===== config.mk =====
export PLATFORM = sky130hd
export DESIGN_NAME = segment_sequencer_flat
export DESIGN_NICKNAME = d
export VERILOG_FILES = /design/src/rtl/seg_seq_pkg.sv /design/src/rtl/segment_sequencer_if.sv /design/src/rtl/seg_pattern_rom.sv /design/src/rtl/segment_sequencer.sv /design/src/flat_wrapper.sv
export SDC_FILE = /design/constraint.sdc
export NUM_CORES = 1
export LEC_CHECK = 0
export CAP_MARGIN = 25
export CORE_ASPECT_RATIO = 1.25
export CORE_UTILIZATION = 40
export DETAILED_ROUTE_END_ITERATION = 10
export GPL_TIMING_DRIVEN = 0
export RECOVER_POWER = 25
export SLEW_MARGIN = 20
export SYNTH_ARGS = -nofsm -noshare
export SYNTH_HDL_FRONTEND = slang
export SYNTH_SLANG_ARGS = --single-unit
export TNS_END_PERCENT = 50

===== constraint.sdc =====
create_clock -name clock -period 2.52 [get_ports clock]
set_input_delay 0.504 -clock clock [delete_from_list [all_inputs] [get_ports clock]]
set_output_delay 0.504 -clock clock [all_outputs]
set_load 0.005 [all_outputs]

===== src/rtl/seg_seq_pkg.sv =====
// Shared types and constants for the segment-pattern display sequencer.
package seg_seq_pkg;
  localparam int SEG_W        = 5;
  localparam int NUM_PATTERNS = 8;
  localparam int IDX_W        = 3;

  typedef enum logic [1:0] {S_IDLE, S_RUN, S_PAUSE, S_STEP} seq_state_e;

  // {a,b,c,d,g} per index; entry 0 is the rightmost element
  localparam logic [NUM_PATTERNS-1:0][SEG_W-1:0] PATTERNS = {
    5'b10011, 5'b11100, 5'b00000, 5'b00010,
    5'b11110, 5'b10000, 5'b11101, 5'b10010
  };
endpackage


===== src/rtl/segment_sequencer_if.sv =====
// Control/status bundle between the display sequencer and its driver.
interface segment_sequencer_if;
  import seg_seq_pkg::*;
  logic             clear, run, step, dir;
  logic [3:0]       rate;
  logic [IDX_W-1:0] index;
  logic [SEG_W-1:0] seg;
  logic             adv, wrap, running;

  modport master (output clear, run, step, dir, rate,
                  input  index, seg, adv, wrap, running);
  modport slave  (input  clear, run, step, dir, rate,
                  output index, seg, adv, wrap, running);
endinterface


===== src/rtl/seg_pattern_rom.sv =====
// Combinational pattern index -> {a,b,c,d,g} lookup, shared by display drivers.
module seg_pattern_rom import seg_seq_pkg::*; (
  input  logic [IDX_W-1:0] index,
  output logic [SEG_W-1:0] seg
);
  assign seg = PATTERNS[index];
endmodule


===== src/rtl/segment_sequencer.sv =====
// Pattern index sequencer: free-run at 2^rate, pause, or single-step.
// Define SEQ_STEP_DEBOUNCE_EN to require 4 stable high samples on step.
module segment_sequencer import seg_seq_pkg::*; #(
  parameter int DIV_W = 16
) (
  input  logic                clock,
  input  logic                reset,
  segment_sequencer_if.slave  bus
);
  localparam logic [3:0] RATE_MAX = 4'(DIV_W-1);

  seq_state_e       state_q, state_d;
  logic [1:0]       run_sync, step_sync, dir_sync;
  logic             run_s, step_s, dir_s, step_f, step_q, step_rise;
  logic [DIV_W-1:0] cnt_q, thresh;
  logic [3:0]       rate_eff;
  logic [IDX_W-1:0] index_q;
  logic             adv_q, wrap_q, hit, do_adv;

  always_ff @(posedge clock or posedge reset)
    if (reset) begin
      run_sync  <= '0;
      step_sync <= '0;
      dir_sync  <= '0;
    end else begin
      run_sync  <= {run_sync[0],  bus.run};
      step_sync <= {step_sync[0], bus.step};
      dir_sync  <= {dir_sync[0],  bus.dir};
    end

  assign run_s  = run_sync[1];
  assign step_s = step_sync[1];
  assign dir_s  = dir_sync[1];

`ifdef SEQ_STEP_DEBOUNCE_EN
  // deb_cnt holds the number of prior consecutive high samples (saturating)
  logic [1:0] deb_cnt;
  always_ff @(posedge clock or posedge reset)
    if (reset)                      deb_cnt <= '0;
    else if (bus.clear || !step_s)  deb_cnt <= '0;
    else if (deb_cnt != 2'd3)       deb_cnt <= deb_cnt + 2'd1;
  assign step_f = step_s && (deb_cnt == 2'd3);
`else
  assign step_f = step_s;
`endif

  assign step_rise = step_f && !step_q;
  assign rate_eff  = (bus.rate > RATE_MAX) ? RATE_MAX : bus.rate;
  assign thresh    = (DIV_W'(1) << rate_eff) - DIV_W'(1);

  always_comb begin
    state_d = state_q;
    do_adv  = 1'b0;
    hit     = (cnt_q >= thresh);
    unique case (state_q)
      S_IDLE, S_PAUSE:
        if (run_s)          state_d = S_RUN;
        else if (step_rise) state_d = S_STEP;
      S_RUN: begin
        do_adv = hit;
        if (!run_s) state_d = S_PAUSE;
      end
      S_STEP: begin
        do_adv  = 1'b1;
        state_d = run_s ? S_RUN : S_PAUSE;
      end
      default: state_d = S_IDLE;
    endcase
    if (bus.clear) begin
      state_d = S_IDLE;
      do_adv  = 1'b0;
    end
  end

  always_ff @(posedge clock or posedge reset)
    if (reset) begin
      state_q <= S_IDLE;
      cnt_q   <= '0;
      index_q <= '0;
      adv_q   <= 1'b0;
      wrap_q  <= 1'b0;
      step_q  <= 1'b0;
    end else begin
      state_q <= state_d;
      if (bus.clear) begin
        cnt_q   <= '0;
        index_q <= '0;
        adv_q   <= 1'b0;
        wrap_q  <= 1'b0;
        step_q  <= 1'b0;
      end else begin
        step_q <= step_f;
        // prescaler restarts on RUN entry and is frozen outside RUN
        if (state_d == S_RUN && state_q != S_RUN) cnt_q <= '0;
        else if (state_q == S_RUN)                cnt_q <= hit ? '0 : cnt_q + DIV_W'(1);
        if (do_adv) index_q <= dir_s ? index_q - 3'd1 : index_q + 3'd1;
        adv_q  <= do_adv;
        wrap_q <= do_adv && (dir_s ? (index_q == 3'd0) : (index_q == 3'd7));
      end
    end

  seg_pattern_rom u_rom (.index(index_q), .seg(bus.seg));

  assign bus.index   = index_q;
  assign bus.adv     = adv_q;
  assign bus.wrap    = wrap_q;
  assign bus.running = (state_q == S_RUN);
endmodule


===== src/flat_wrapper.sv =====
// flat-port wrapper written by rule: the top's interface ports become plain ports
module segment_sequencer_flat import seg_seq_pkg::*;
#(
  parameter int DIV_W = 16
)
  (clock, reset, bus_clear, bus_run, bus_step, bus_dir, bus_rate, bus_index, bus_seg, bus_adv, bus_wrap, bus_running);
  segment_sequencer_if bus_i ();
  input  logic clock;
  input  logic reset;
  input wire logic [$bits(bus_i.clear)-1:0] bus_clear;
  input wire logic [$bits(bus_i.run)-1:0] bus_run;
  input wire logic [$bits(bus_i.step)-1:0] bus_step;
  input wire logic [$bits(bus_i.dir)-1:0] bus_dir;
  input wire logic [$bits(bus_i.rate)-1:0] bus_rate;
  output wire logic [$bits(bus_i.index)-1:0] bus_index;
  output wire logic [$bits(bus_i.seg)-1:0] bus_seg;
  output wire logic [$bits(bus_i.adv)-1:0] bus_adv;
  output wire logic [$bits(bus_i.wrap)-1:0] bus_wrap;
  output wire logic [$bits(bus_i.running)-1:0] bus_running;
  assign bus_i.clear = bus_clear;
  assign bus_i.run = bus_run;
  assign bus_i.step = bus_step;
  assign bus_i.dir = bus_dir;
  assign bus_i.rate = bus_rate;
  assign bus_index = bus_i.index;
  assign bus_seg = bus_i.seg;
  assign bus_adv = bus_i.adv;
  assign bus_wrap = bus_i.wrap;
  assign bus_running = bus_i.running;
  segment_sequencer #(.DIV_W(DIV_W)) u_core (.clock(clock), .reset(reset), .bus(bus_i));
endmodule

**After elaboration in Yosys (flattened, before gate mapping)**

Memory sizes are Yosys's and may differ from the RTL's.
Index checks and enable logic that the tools add are counted.

- Add/sub/neg operators: 4
- Magnitude comparators: 3
- Equality and inequality tests: 6
- Shifts and indexed selects: 1
- Muxes and demuxes: 21
- Reduce and logical (&&, ||, !) cells: 9

Operator list:

| cell | count |
|---|---|
| $mux W16 | 4 |
| $add A16 B1 Y16 const B | 1 |
| $ge A16 B16 Y1 | 1 |
| $shl A1 B4 Y16 const A | 1 |
| $sub A16 B2 Y16 const B | 1 |
| $mux W2 | 5 |
| $mux W3 | 3 |
| $pmux W2 S3 | 1 |
| $mux W1 | 5 |
| $mux W5 | 1 |
| $eq A2 B1 Y1 const B | 2 |
| $eq A2 B2 Y1 const B | 2 |
| $gt A4 B4 Y1 const B | 1 |
| $lt A3 B4 Y1 const B | 1 |
| $mux W4 | 1 |
| $add A3 B1 Y3 const B | 1 |
| $eq A3 B3 Y1 const B | 1 |
| $logic_and A1 B1 Y1 | 3 |
| $logic_not A3 Y1 | 1 |
| $reduce_bool A3 Y1 | 1 |
| $sub A3 B1 Y3 const B | 1 |
| $logic_not A2 Y1 | 1 |
| $ne A2 B1 Y1 const B | 1 |
| $pmux W1 S2 | 1 |
| 3 further kinds | 3 |

- Register bits: 30
- Bits in read-only memories: 40
- Bits of input ports: 10
- Output and inout bits: 11
- Word-level logic and storage cells: 54
- Memories: 1

Memories:

| name | depth | bits a word | read ports | clocked after Yosys merged registers in | wr ports | RTL line | RTL |
|---|---|---|---|---|---|---|---|
| (name not given) | 8 | 5 | 1 | 0 | 0 | seg_pattern_rom.sv:6 | `assign seg = PATTERNS[index];` |

**Depth between registers and ports, before layout**

Gate-level depths: netlist of run 1.

- Word-level depth: 10
- Mapped depth: 16
- Mapped depth without buffers: 13

**By module**

A second synthesis of run 1 with hierarchy kept.

- Cells, all modules: 227
- Area, all modules: 2052.0 um2

Modules (own cells, without submodules):

| module | times used | cells an instance | area an instance (um2) | sequential area each (um2) |
|---|---|---|---|---|
| segment_sequencer | 1 | 218 | 1970.6 | 750.7 |
| seg_pattern_rom | 1 | 9 | 81.3 | 0.0 |

**Worst setup path after synthesis of run 1**

No wires, ideal clock.

- Kind: input to register
- From: input port bus_rate[2]
- To: register u_core.cnt_q[1]
- Setup time: 121 ps
- Data arrival time: 3313 ps
- Data required time: 2399 ps
- Slack: -914 ps
- Cell stages on the path: 15
- Buffers on the path: 3
- Path through: nor3_1 -> nand2b_1 -> ha_1 -> clkbuf_1 -> nor4b_1 -> a21oi_1 -> o22a_1 -> ha_1 -> and4_1 -> nand2_1 -> a311o_1 -> and4_1 -> buf_6 -> buf_6 -> a22o_1

- Cells in the longest elaborated chain, start to end: 9

Ends and longest elaborated chain:

| item | RTL line | RTL |
|---|---|---|
| start, declared | flat_wrapper.sv:14 | `input wire logic [$bits(bus_i.rate)-1:0] bus_rate;` |
| $gt A4 B4 Y1 | segment_sequencer.sv:48 | `assign rate_eff = (bus.rate > RATE_MAX) ? RATE_MAX : bus.rate;` |
| $mux W4 * | segment_sequencer.sv:48 |  |
| $shl A1 B4 Y16 * | segment_sequencer.sv:49 | `assign thresh = (DIV_W'(1) << rate_eff) - DIV_W'(1);` |
| $sub A16 B2 Y16 * | segment_sequencer.sv:49 |  |
| $ge A16 B16 Y1 * | segment_sequencer.sv:54 | `hit = (cnt_q >= thresh);` |
| $mux W16 * (2 in series) | segment_sequencer.sv:95 | `else if (state_q == S_RUN) cnt_q <= hit ? '0 : cnt_q + DIV_W'(1);` |
| $mux W16 * | segment_sequencer.sv:94 | `if (state_d == S_RUN && state_q != S_RUN) cnt_q <= '0;` |
| $mux W16 * | segment_sequencer.sv:85 | `if (bus.clear) begin` |
| end signal, assigned | segment_sequencer.sv:95 |  |
| end, declared | segment_sequencer.sv:15 | `logic [DIV_W-1:0] cnt_q, thresh;` |

Every way passes the cells marked *; elsewhere a longest branch is shown, timed or not. The select of a mux whose other input is x is not followed.
A chain may end at the register's enable or synchronous reset.

**Worst setup path in the final report of run 1**

- From: input port bus_rate[1]
- To: register u_core.index_q[2] (netlist: u_core.bus.index[2])

- Cells in the longest elaborated chain, start to end: 8

Ends and longest elaborated chain:

| item | RTL line | RTL |
|---|---|---|
| $gt A4 B4 Y1 | segment_sequencer.sv:48 |  |
| $mux W4 * | segment_sequencer.sv:48 |  |
| $shl A1 B4 Y16 * | segment_sequencer.sv:49 |  |
| $sub A16 B2 Y16 * | segment_sequencer.sv:49 |  |
| $ge A16 B16 Y1 * | segment_sequencer.sv:54 |  |
| $pmux W1 S2 * | segment_sequencer.sv:55 | `unique case (state_q)` |
| $mux W1 * | segment_sequencer.sv:69 | `if (bus.clear) begin` |
| $reduce_bool A2 Y1 (no line) * | - |  |
| end signal, assigned | segment_sequencer.sv:96 | `if (do_adv) index_q <= dir_s ? index_q - 3'd1 : index_q + 3'd1;` |
| end, declared | segment_sequencer.sv:17 | `logic [IDX_W-1:0] index_q;` |

Every way passes the cells marked *; elsewhere a longest branch is shown, timed or not.

==> qor.yml, run 1 <==
status:
  status: "finished, violations left"
  failed_checks: "setup timing"
yosys:
  synth-simple-area-share_pct: 22.26
  ys.warnings.count: 0
  synthFlopType: "dfrtp_1"
  synth_edf_count: 0
  synth_top_family_by_area: "simple AND/OR/NAND/NOR gates"
  synthAdderAreaFrac_pct: 14.68
  yosysMostFrequentCell: "dfrtp_1"
  synth-compound-area-share_pct: 15.24
  synth-xor-area-share_pct: 2.612
  seq_area_frac_synth_pct: 37.31
  synth_common_cells: "dfrtp_1 (30), nand2_1 (26), ha_1 (22)"
  yosys.area.top_type: "dfrtp_1"
  synth.distinct_cells: 43
  synthDominantCellAreaShare_pct: 37.31
  syn-cell-area_um2: 2012
  syn_area_per_cell_um2: 9.022
  synthTopCellsByArea: "dfrtp_1 (37%), ha_1 (14%), nand2_1 (4.9%)"
  syn_nets: 256
  ys_ff_latch: 30
  netlist_instances: 223
  muxShareOfSynthArea_pct: 2.488
  ys_async_sr_fraction_pct: 100.0
setup_path:
  critPathKind: "input port to register"
  startpoint_type: "input port"
  worst_setup_path_end_kind: "register"
  crit_required_ns: 2.68
  worstPathArrival_ns: 3.23
  rrSetupSlack_ns: 0.28
  r2r_cells: 8
  worstPathMaxFanout: 8
power:
  vdd_drop_max_v: 0.0002786
  design_power_total_mw: 1.075
  leakage_nw: 1.163
  powerDensity_nw_per_um2: 404.6
sta:
  worst_pin_slew_ns: 1.169
  fin_ws_ns: -0.5487
  fin_crit_ns: 3.069
  clock_skew_ns: 0.008306
  fmax_mhz: 325.9
  setup-violations-final: 21
  finalHoldViolCount: 0
  max_slew_margin_pct: 22.00
  post-route-period-util_pct: 121.8
  rsz0062_at_grt: "yes"
  drv_slew: 0
final_layout:
  layout-drive-gt1-share_pct: 21.15
  stdcell_count: 320
  final_cell_area_um2: 2656
  fillers: 432
  nets: 292
  synthToLayoutAreaGrowth_pct: 32.03
  multi_input_area_um2: 1316
  antenna_cells: 0
  area.sequential_um2: 750.7
placed_design:
  placed_cell_area_um2: 2318
  place_congestion: 0.7778
  dp_cells: 302
  dpl.hpwl_mm: 3.129
  portBuffers: 19
grt:
  grt_max_degree: 31
  antenna_found_initial: 0
  gr-total-overflow: 0
  grt_use_total_pct: 18.91
  grt_pass1_wl_mm: 7.659
  grt_pass1_vias: 1662
floorplanning:
  die_area_um2: 5319
  ios: 21
  fp.dieH_um: 81.29
  rows: 28
  core_um2: 4800
  initial_core_util_pct: 41.92
  die_w_um: 65.44
route:
  drc_errors: 0
  drt-vias-per-instance: 5.456
  vias: 1746
  wire_per_inst_um: 14.08
  drt_pass1_iterations: 4
  finalWirelength_mm: 4.507
  drtAntennaViolNets: 0
  drtIter0Drc: 52
cts:
  cts_tree: "done"
  htree_levels: 2
  clock_sinks: 30
  clk_latency_ns: 0.28
  clockBufferDepth: 2
  clk_pin_slew_ns: 0.06
  numCtsBuffers: 5
  cts-root-buf: "clkbuf_8"
run:
  maxCapViolCount: 0
hold_path:
  hold_class: "register to register"
  holdPathStages: 0
[what timing repair did]
action,CTS,global route
setup buffers,8,1
cloned,2,0
gates resized for setup,35,25
setup endpoints to repair,21,21
pin swaps,8,12
hold buffers,0,0
endpoints found under the hold margin,0,0
[worst max-delay path, cell delays in order]
cell	delay [ns]
buf_8	0.10
nor3_4	0.26
nand2_2	0.10
ha_4	0.18
buf_4	0.17
xor2_1	0.14
nor2_1	0.09
a21oi_1	0.05
ha_1	0.29
and4_2	0.26
nand2_2	0.06
a311o_1	0.33
buf_4	0.17
a41oi_4	0.20
a21oi_1	0.10
a31o_2	0.22
[state kept, by name, indices dropped and copies added (netlist names)]
signal and cells:
u_core.bus.adv 1, u_core.bus.index 3, u_core.bus.wrap 1, u_core.cnt_q 16, u_core.dir_sync 2, u_core.run_sync 2, u_core.state_q 2, u_core.step_q 1
u_core.step_sync 2
[logic make-up (layout without fill, tap and decap cells)]
group                    count (synthesis)  after routing
AO/OA/AOI/OAI                           47             47
XOR/XNOR                                 6              6
adder cells (fa/ha/maj)                 23             23
buffers and inverters                   23             60
flip-flops                              30             30
multiplexers                             5              5
other                                    1              1
AND/OR/NAND/NOR                         88             88
[layout make-up]
| type | count | share of cell area (%) |
|---|---|---|
| well taps | 60 | 2.826 |
| inverters | 12 | 1.696 |
| clock inverters | 1 | 0.1884 |
| flip-flops and latches | 30 | 28.26 |
| multi-input cells | 170 | 49.55 |
| plain buffers | 10 | 2.779 |
| repair buffers | 30 | 11.45 |
| clock buffers | 7 | 3.250 |
[metal layers]
| layer | vias up | global-route usage, % | share of wire [%] |
|---|---|---|---|
| li1 | 874 | - | - |
| met1 | 838 | 22.86 | 43 |
| met2 | 27 | 33.30 | 52 |
| met3 | 7 | 3.371 | 3.3 |
| met4 | 0 | 6.739 | 1.9 |
| met5 | - | 0 | 0 |
[placed cells by master (no fill, tap or decap), types with 5 or more instances in the layout]
cell type,instances
inv_1,12
ha_1,21
and3_1,6
buf_4,8
nand2_1,22
nand3_1,12
clkbuf_8,7
nor2_1,10
clkbuf_1,7
a21oi_1,14
dfrtp_1,30
nand3_2,6
o21ai_0,6
mux2i_1,5
clkdlybuf4s50_1,11
[stage by stage]
| stage | hold WS, ns | setup TNS, ns | utilization, % | setup slack [ns] |
|---|---|---|---|---|
| floorplan | 0.3312 | -11.30 | - | -0.6584 |
| global placement | 0.3355 | -31.12 | 48.31 | -1.710 |
| detailed placement | 0.3395 | -32.40 | 48.31 | -1.807 |
| CTS | 0.3537 | -10.93 | 53.34 | -0.5946 |
| global route | 0.3557 | -12.39 | 55.34 | -0.6834 |
| finish | 0.3489 | -9.332 | 55.34 | -0.5487 |
[where the power goes]
part           total (mW)  switching, mW  internal [mW]  leakage (nW)
Combinational       0.175         0.0902         0.0849         0.714
Sequential          0.503         0.0102          0.493         0.401
Clock               0.397          0.177          0.220        0.0482
Total                1.07          0.277          0.798          1.16
[worst paths after layout]
path                                        to           startpoint
setup reg to reg           u_core.bus.index[2]     u_core.cnt_q[11]
hold reg to reg            u_core.step_sync[1]  u_core.step_sync[0]
hold / removal             u_core.step_sync[1]  u_core.step_sync[0]
max in group asynchronous    u_core.state_q[0]                reset
min in group asynchronous     u_core.cnt_q[10]                reset
setup / recovery           u_core.bus.index[2]          bus_rate[1]
No activity file was read; power rests on OpenSTA's default activity.
==> inputs of run 2 (changes only) <==
--- a/config.mk
+++ b/config.mk
@@ -6,9 +6,10 @@
 export NUM_CORES = 1
 export LEC_CHECK = 0
 export CAP_MARGIN = 25
-export CORE_ASPECT_RATIO = 1.25
 export CORE_UTILIZATION = 40
+export CTS_BUF_LIST = sky130_fd_sc_hd__clkbuf_8 sky130_fd_sc_hd__clkbuf_16
 export DETAILED_ROUTE_END_ITERATION = 10
+export GPL_ROUTABILITY_DRIVEN = 0
 export GPL_TIMING_DRIVEN = 0
 export RECOVER_POWER = 25
 export SLEW_MARGIN = 20
==> run 2 against run 1 <==
Against the previous run:
- global-route usage down 0.47 points
- sequential power about the same
- sequential share of layout area down 0.34 points
- the run still ends with setup timing left
- sequential cell count unchanged
- total power up 1.8%
==> qor.yml, run 2 (synthesized netlist as in run 1, its figures left out) <==
status:
  status: "finished, violations left"
  failed_checks: "setup timing"
power:
  leakage_nw: 1.194
  powerDensity_nw_per_um2: 407.1
  vdd_drop_max_v: 0.0003625
cts:
  clk_pin_slew_ns: 0.07
  clockBufferDepth: 2
  clk_latency_ns: 0.29
  htree_levels: 2
  numCtsBuffers: 5
  clock_sinks: 30
  holdBufCountCts: 0
  cts-root-buf: "clkbuf_8"
  cts_tree: "done"
setup_path:
  crit_path_end: "u_core.cnt_q[1]"
  worstPathArrival_ns: 3.30
  r2r_cells: 8
  crit_required_ns: 2.70
  startpoint_type: "input port"
  cp-startpoint: "bus_rate[1]"
  worstPathMaxFanout: 6
  crit_chain: "buf_8 -> nor3_4 -> nand2_2 -> ha_4 -> nor4b_4 -> a21oi_2 -> o22a_1 -> ha_1 -> and4_4 -> nand2_2 -> a311o_1 -> and4_4 -> buf_8 -> buf_8 -> a22o_1"
  max_stage_delay_ns: 0.34
  rrSetupSlack_ns: 0.24
  r2r-start: "u_core.cnt_q[15]"
  crit_top_cell: "buf_8"
  worst_setup_path_end_kind: "register"
  critPathKind: "input port to register"
  r2r-end: "u_core.cnt_q[1]"
  cpMaxStageDelayCell: "a311o_1"
placed_design:
  portBuffers: 19
  pre_cts_ws_ns: -1.724
  dpl.hpwl_mm: 3.038
  placed_cell_area_um2: 2327
  dp_cells: 309
floorplanning:
  initial_core_util_pct: 42.04
  ios: 21
  rows: 25
  fp.dieH_um: 72.92
  die_area_um2: 5317
  die_w_um: 72.92
  core_um2: 4786
sta:
  fin_crit_ns: 3.121
  fin_ws_ns: -0.6011
  setup-violations-final: 21
  max_slew_margin_pct: 23.97
  drv_slew: 0
  post-route-period-util_pct: 123.9
  worst_pin_slew_ns: 1.139
  clock_skew_ns: 0.003189
  rsz0062_at_grt: "yes"
  fmax_mhz: 320.4
  finalHoldViolCount: 0
run:
  maxCapViolCount: 0
grt:
  grtUsageMet3_pct: 4.282
  use_met2_pct: 27.73
  gr-usage-met1_pct: 26.40
  grt_use_total_pct: 18.44
  grt-busiest-layer: "met2"
  grt_pass1_vias: 1614
  grt_pass1_wl_mm: 7.438
  grt_max_degree: 31
  antenna_found_initial: 0
  gr-total-overflow: 0
final_layout:
  largest_register_ffs: 16
  final_cell_mix: "dfrtp_1 (30), nand2_1 (21), ha_1 (21), inv_1 (12), clkdlybuf4s50_1 (11)"
  nets: 291
  largest_register: "u_core.cnt_q"
  synthToLayoutAreaGrowth_pct: 33.64
  stdcell_count: 326
  layout-drive-gt1-share_pct: 24.32
  final_cell_area_um2: 2689
  antenna_cells: 0
  layout_commonest_cell: "dfrtp_1"
route:
  vias: 1729
  drtIter0Drc: 70
  drtAntennaViolNets: 0
  drt_pass1_iterations: 4
  wire_per_inst_um: 13.87
  drt-vias-per-instance: 5.304
  drc_errors: 0
  finalWirelength_mm: 4.523
hold_path:
  hold_class: "register to register"
-- run 2: cell count changes in the layout (fill, tap and decap cells not counted), moves of 2 or more --
| cell | change |
|---|---|
| nand3_2 | +3 |
| a21oi_2 | +4 |
| a21oi_1 | -4 |
| o21ai_1 | -2 |
| nand3_1 | -4 |
-- run 2: worst min path at each step --
stage,cells after the start,from,slack [ns],end
2_1_floorplan,0,u_core.dir_sync[0],0.33,u_core.dir_sync[1]
3_3_place_gp,0,u_core.dir_sync[0],0.33,u_core.dir_sync[1]
3_5_place_dp,0,u_core.run_sync[0],0.34,u_core.run_sync[1]
4_1_cts,0,u_core.run_sync[0],0.35,u_core.run_sync[1]
5_1_grt,0,u_core.run_sync[0],0.36,u_core.run_sync[1]
6_report,0,u_core.run_sync[0],0.35,u_core.run_sync[1]
-- run 2: final cells by class --
class	instances	area [um^2]
fillers	428	2097
multi-input cells	170	1344
flip-flops and latches	30	750.7
repair buffers	29	296.5
well taps	67	83.83
clock buffers	6	82.58
plain buffers	10	73.82
inverters	12	45.04
clock inverters	2	12.51
-- run 2: critical path: cells and delay by family --
family          cells  cell delay, ns
simple gates        6            1.12
buf+inv             3            0.37
fa+ha+maj           2            0.48
compound gates      4            0.81
-- run 2: power by group --
group          internal (mW)  leakage, nW  switching [mW]
Sequential             0.493        0.401          0.0101
Combinational         0.0860        0.746          0.0920
Clock                  0.219       0.0472           0.195
Total                  0.798         1.19           0.297
-- run 2: routing by layer --
| layer | vias to the layer above | share of wire [%] |
|---|---|---|
| met5 | - | 0 |
| met2 | 18 | 47 |
| met4 | 0 | 0.60 |
| met1 | 827 | 50 |
| li1 | 881 | - |
| met3 | 3 | 2.7 |
-- run 2: what timing repair did --
action,4_1_cts,5_1_grt
resized for setup,44,24
pin swaps,12,10
gates cloned,2,0
buffers inserted,8,1
endpoints found under the setup margin,21,21
-- run 2: metrics by stage --
step	hold WS, ns	utilization (%)	setup TNS (ns)	power [mW]
final	0.3511	56.18	-10.07	1.095
after global routing	0.3567	56.18	-12.18	1.146
after CTS	0.3547	54.01	-10.36	1.095
after detailed placement	0.3389	48.63	-31.43	0.6569
after global placement	0.3338	48.63	-31.78	0.6554
after floorplan	0.3312	-	-11.30	0.6035
==> inputs of run 3 (changes only) <==
--- a/config.mk
+++ b/config.mk
@@ -6,11 +6,12 @@
 export NUM_CORES = 1
 export LEC_CHECK = 0
 export CAP_MARGIN = 25
-export CORE_UTILIZATION = 40
+export CORE_UTILIZATION = 56
 export CTS_BUF_LIST = sky130_fd_sc_hd__clkbuf_8 sky130_fd_sc_hd__clkbuf_16
 export DETAILED_ROUTE_END_ITERATION = 10
 export GPL_ROUTABILITY_DRIVEN = 0
 export GPL_TIMING_DRIVEN = 0
+export PLACE_DENSITY = 0.79
 export RECOVER_POWER = 25
 export SLEW_MARGIN = 20
 export SYNTH_ARGS = -nofsm -noshare
==> constraint.sdc (replaced) <==
create_clock -name clock -period 3.5 [get_ports clock]
set_input_delay 0.7 -clock clock [delete_from_list [all_inputs] [get_ports clock]]
set_output_delay 0.7 -clock clock [all_outputs]
set_load 0.005 [all_outputs]
==> run 3 against run 2 <==
Against the previous run:
- the flow now finishes without violations
- final cell count decreased by 7.4%
- clock skew increased by 0.0035 ns
- largest cell class unchanged
- setup slack improved by 0.74 ns
- first-iteration DRC count increased by 24%
- register-to-register slack improved by 0.96 ns
- sequential share of layout area increased by 1.4 points
- critical endpoint unchanged
- total power decreased by 24%
- hold slack about the same
- largest power group unchanged
- sequential power decreased by 28%
==> qor.yml, run 3 (synthesized netlist as in run 1, its figures left out) <==
status:
  status: "completed"
grt:
  grt_pass1_vias: 1557
  grt_max_degree: 21
  grt_use_total_pct: 24.75
  grt_pass1_wl_mm: 6.837
  antenna_found_initial: 0
  gr-total-overflow: 0
route:
  drtIter0Drc: 87
  vias: 1752
  drt-vias-per-instance: 5.801
  wire_per_inst_um: 14.48
  drt_pass1_iterations: 4
  finalWirelength_mm: 4.373
  drc_errors: 0
  drtAntennaViolNets: 0
cts:
  clk_latency_ns: 0.28
  htree_levels: 2
  clk_pin_slew_ns: 0.06
  clock_sinks: 30
  clockBufferDepth: 2
  numCtsBuffers: 5
  holdBufCountCts: 0
  cts-root-buf: "clkbuf_8"
  cts_tree: "done"
sta:
  holdWs_ns: 0.3511
  worst_pin_slew_ns: 0.7514
  fin_ws_ns: 0.1378
  fin_crit_ns: 3.362
  clock_skew_ns: 0.006731
  rsz0062_at_grt: "yes"
  fmax_mhz: 297.4
  post-route-period-util_pct: 96.06
  drv_slew: 0
  finalHoldViolCount: 0
  max_slew_margin_pct: 49.52
  setup-violations-final: 0
setup_path:
  worst_setup_path_end_kind: "register"
  r2r-end: "u_core.cnt_q[1]"
  cpMaxStageDelayCell: "a311o_1"
  cp-startpoint: "bus_rate[3]"
  r2r-start: "u_core.cnt_q[15]"
  crit_chain: "buf_8 -> nor3_4 -> nand2_2 -> ha_4 -> nor4b_4 -> a21oi_1 -> o22a_1 -> ha_4 -> and4_4 -> nand2_2 -> a311o_1 -> and4_4 -> buf_6 -> buf_8 -> a22o_1"
  critPathKind: "input port to register"
  r2r_cells: 8
  worstPathMaxFanout: 6
  startpoint_type: "input port"
  max_stage_delay_ns: 0.40
  crit_path_end: "u_core.cnt_q[1]"
  rrSetupSlack_ns: 1.20
  worstPathArrival_ns: 3.53
  crit_required_ns: 3.66
final_layout:
  largest_register: "u_core.cnt_q"
  layout_commonest_cell: "dfrtp_1"
  final_cell_mix: "dfrtp_1 (30), nand2_1 (24), ha_1 (20), nand3_1 (18), a21oi_1 (15)"
  largest_register_ffs: 16
  antenna_cells: 0
  fillers: 231
  layout-drive-gt1-share_pct: 14.84
  nets: 289
  synthToLayoutAreaGrowth_pct: 27.11
  multi_input_area_um2: 1249
  area.sequential_um2: 750.7
power:
  leakage_nw: 1.136
  p_sw_mw: 0.1948
  power_frac_comb_pct: 14.8
  clock_power_share_pct: 41.9
  powerDensity_nw_per_um2: 326.8
  p_int_mw: 0.6409
  p_sw_share_pct: 23.31
  vdd_drop_max_v: 0.0002214
  seq_power_share_pct: 43.3
floorplanning:
  die_area_um2: 3837
  fp.dieH_um: 61.94
  initial_core_util_pct: 59.36
  core_um2: 3390
  ios: 21
  rows: 21
  die_w_um: 61.94
placed_design:
  portBuffers: 19
  pre_cts_ws_ns: -0.9834
  dpl.hpwl_mm: 2.971
run:
  maxCapViolCount: 0
hold_path:
  hold_class: "register to register"
==> run 3: cell count changes in the layout (fill, tap and decap cells not counted), moves of 3 or more <==
cell     before  now
a21oi_2       6    1
a21oi_1      10   15
nand3_1       8   18
o21ai_0       7   10
nand3_2       9    0
nand2_1      21   24
o21ai_2       3    0
==> run 3: repair_timing <==
action                                  CTS  global route
endpoints found under the setup margin   21            18
gates cloned                              0             2
gates resized for setup                  15            24
buffers inserted                          5             0
pin swaps                                 5            14
==> run 3: metal layers <==
layer | track usage (%) | routed length, um | up-vias
met4 | 7.302 | 35 | 0
met1 | 35.19 | 2073 | 838
li1 | - | - | 866
met2 | 37.54 | 2086 | 41
met3 | 6.004 | 177 | 7
met5 | 0 | 0 | -
==> run 3: worst min-delay path by stage <==
stage | startpoint | endpoint | slack, ns | cells after the start
after CTS | u_core.dir_sync[0] | u_core.dir_sync[1] | 0.35 | 0
after global routing | u_core.step_sync[0] | u_core.step_sync[1] | 0.36 | 0
after detailed placement | u_core.dir_sync[0] | u_core.dir_sync[1] | 0.34 | 0
after floorplan | u_core.dir_sync[0] | u_core.dir_sync[1] | 0.33 | 0
after global placement | u_core.dir_sync[0] | u_core.dir_sync[1] | 0.33 | 0
final | u_core.dir_sync[0] | u_core.dir_sync[1] | 0.35 | 0
==> run 3: power by group through the flow <==
stage	Sequential (mW)	Combinational, mW	Clock, mW
floorplan	0.367	0.0656	0
global placement	0.368	0.0985	0
detailed placement	0.368	0.103	0
CTS	0.362	0.109	0.356
global route	0.363	0.138	0.371
finish	0.362	0.124	0.350
==> run 3: layout make-up <==
| class | count | area share [%] |
|---|---|---|
| clock inverter | 1 | 1.174 |
| sequential | 30 | 29.35 |
| buffer | 10 | 2.740 |
| inverter | 12 | 1.761 |
| clock buffer | 6 | 3.229 |
| timing repair buffer | 27 | 10.67 |
| multi-input combinational | 170 | 48.83 |
| tap | 46 | 2.250 |
==> run 3: stage by stage <==
stage,cells,setup TNS [ns],util [%],cell area [um^2],power (mW)
2_1_floorplan,223,0,-,2028,0.4323
3_3_place_gp,288,-16.02,67.15,2276,0.4663
3_5_place_dp,289,-16.63,67.59,2291,0.4710
4_1_cts,300,0,72.65,2462,0.8267
5_1_grt,302,0,75.45,2557,0.8725
6_report,302,0,75.45,2557,0.8357
==> run 3: critical path, delay by kind of cell <==
family | cells | cell delay (ns)
AND/OR/NAND/NOR | 6 | 1.07
buffers and inverters | 3 | 0.38
AO/OA/AOI/OAI | 4 | 0.92
adder cells (fa/ha/maj) | 2 | 0.45
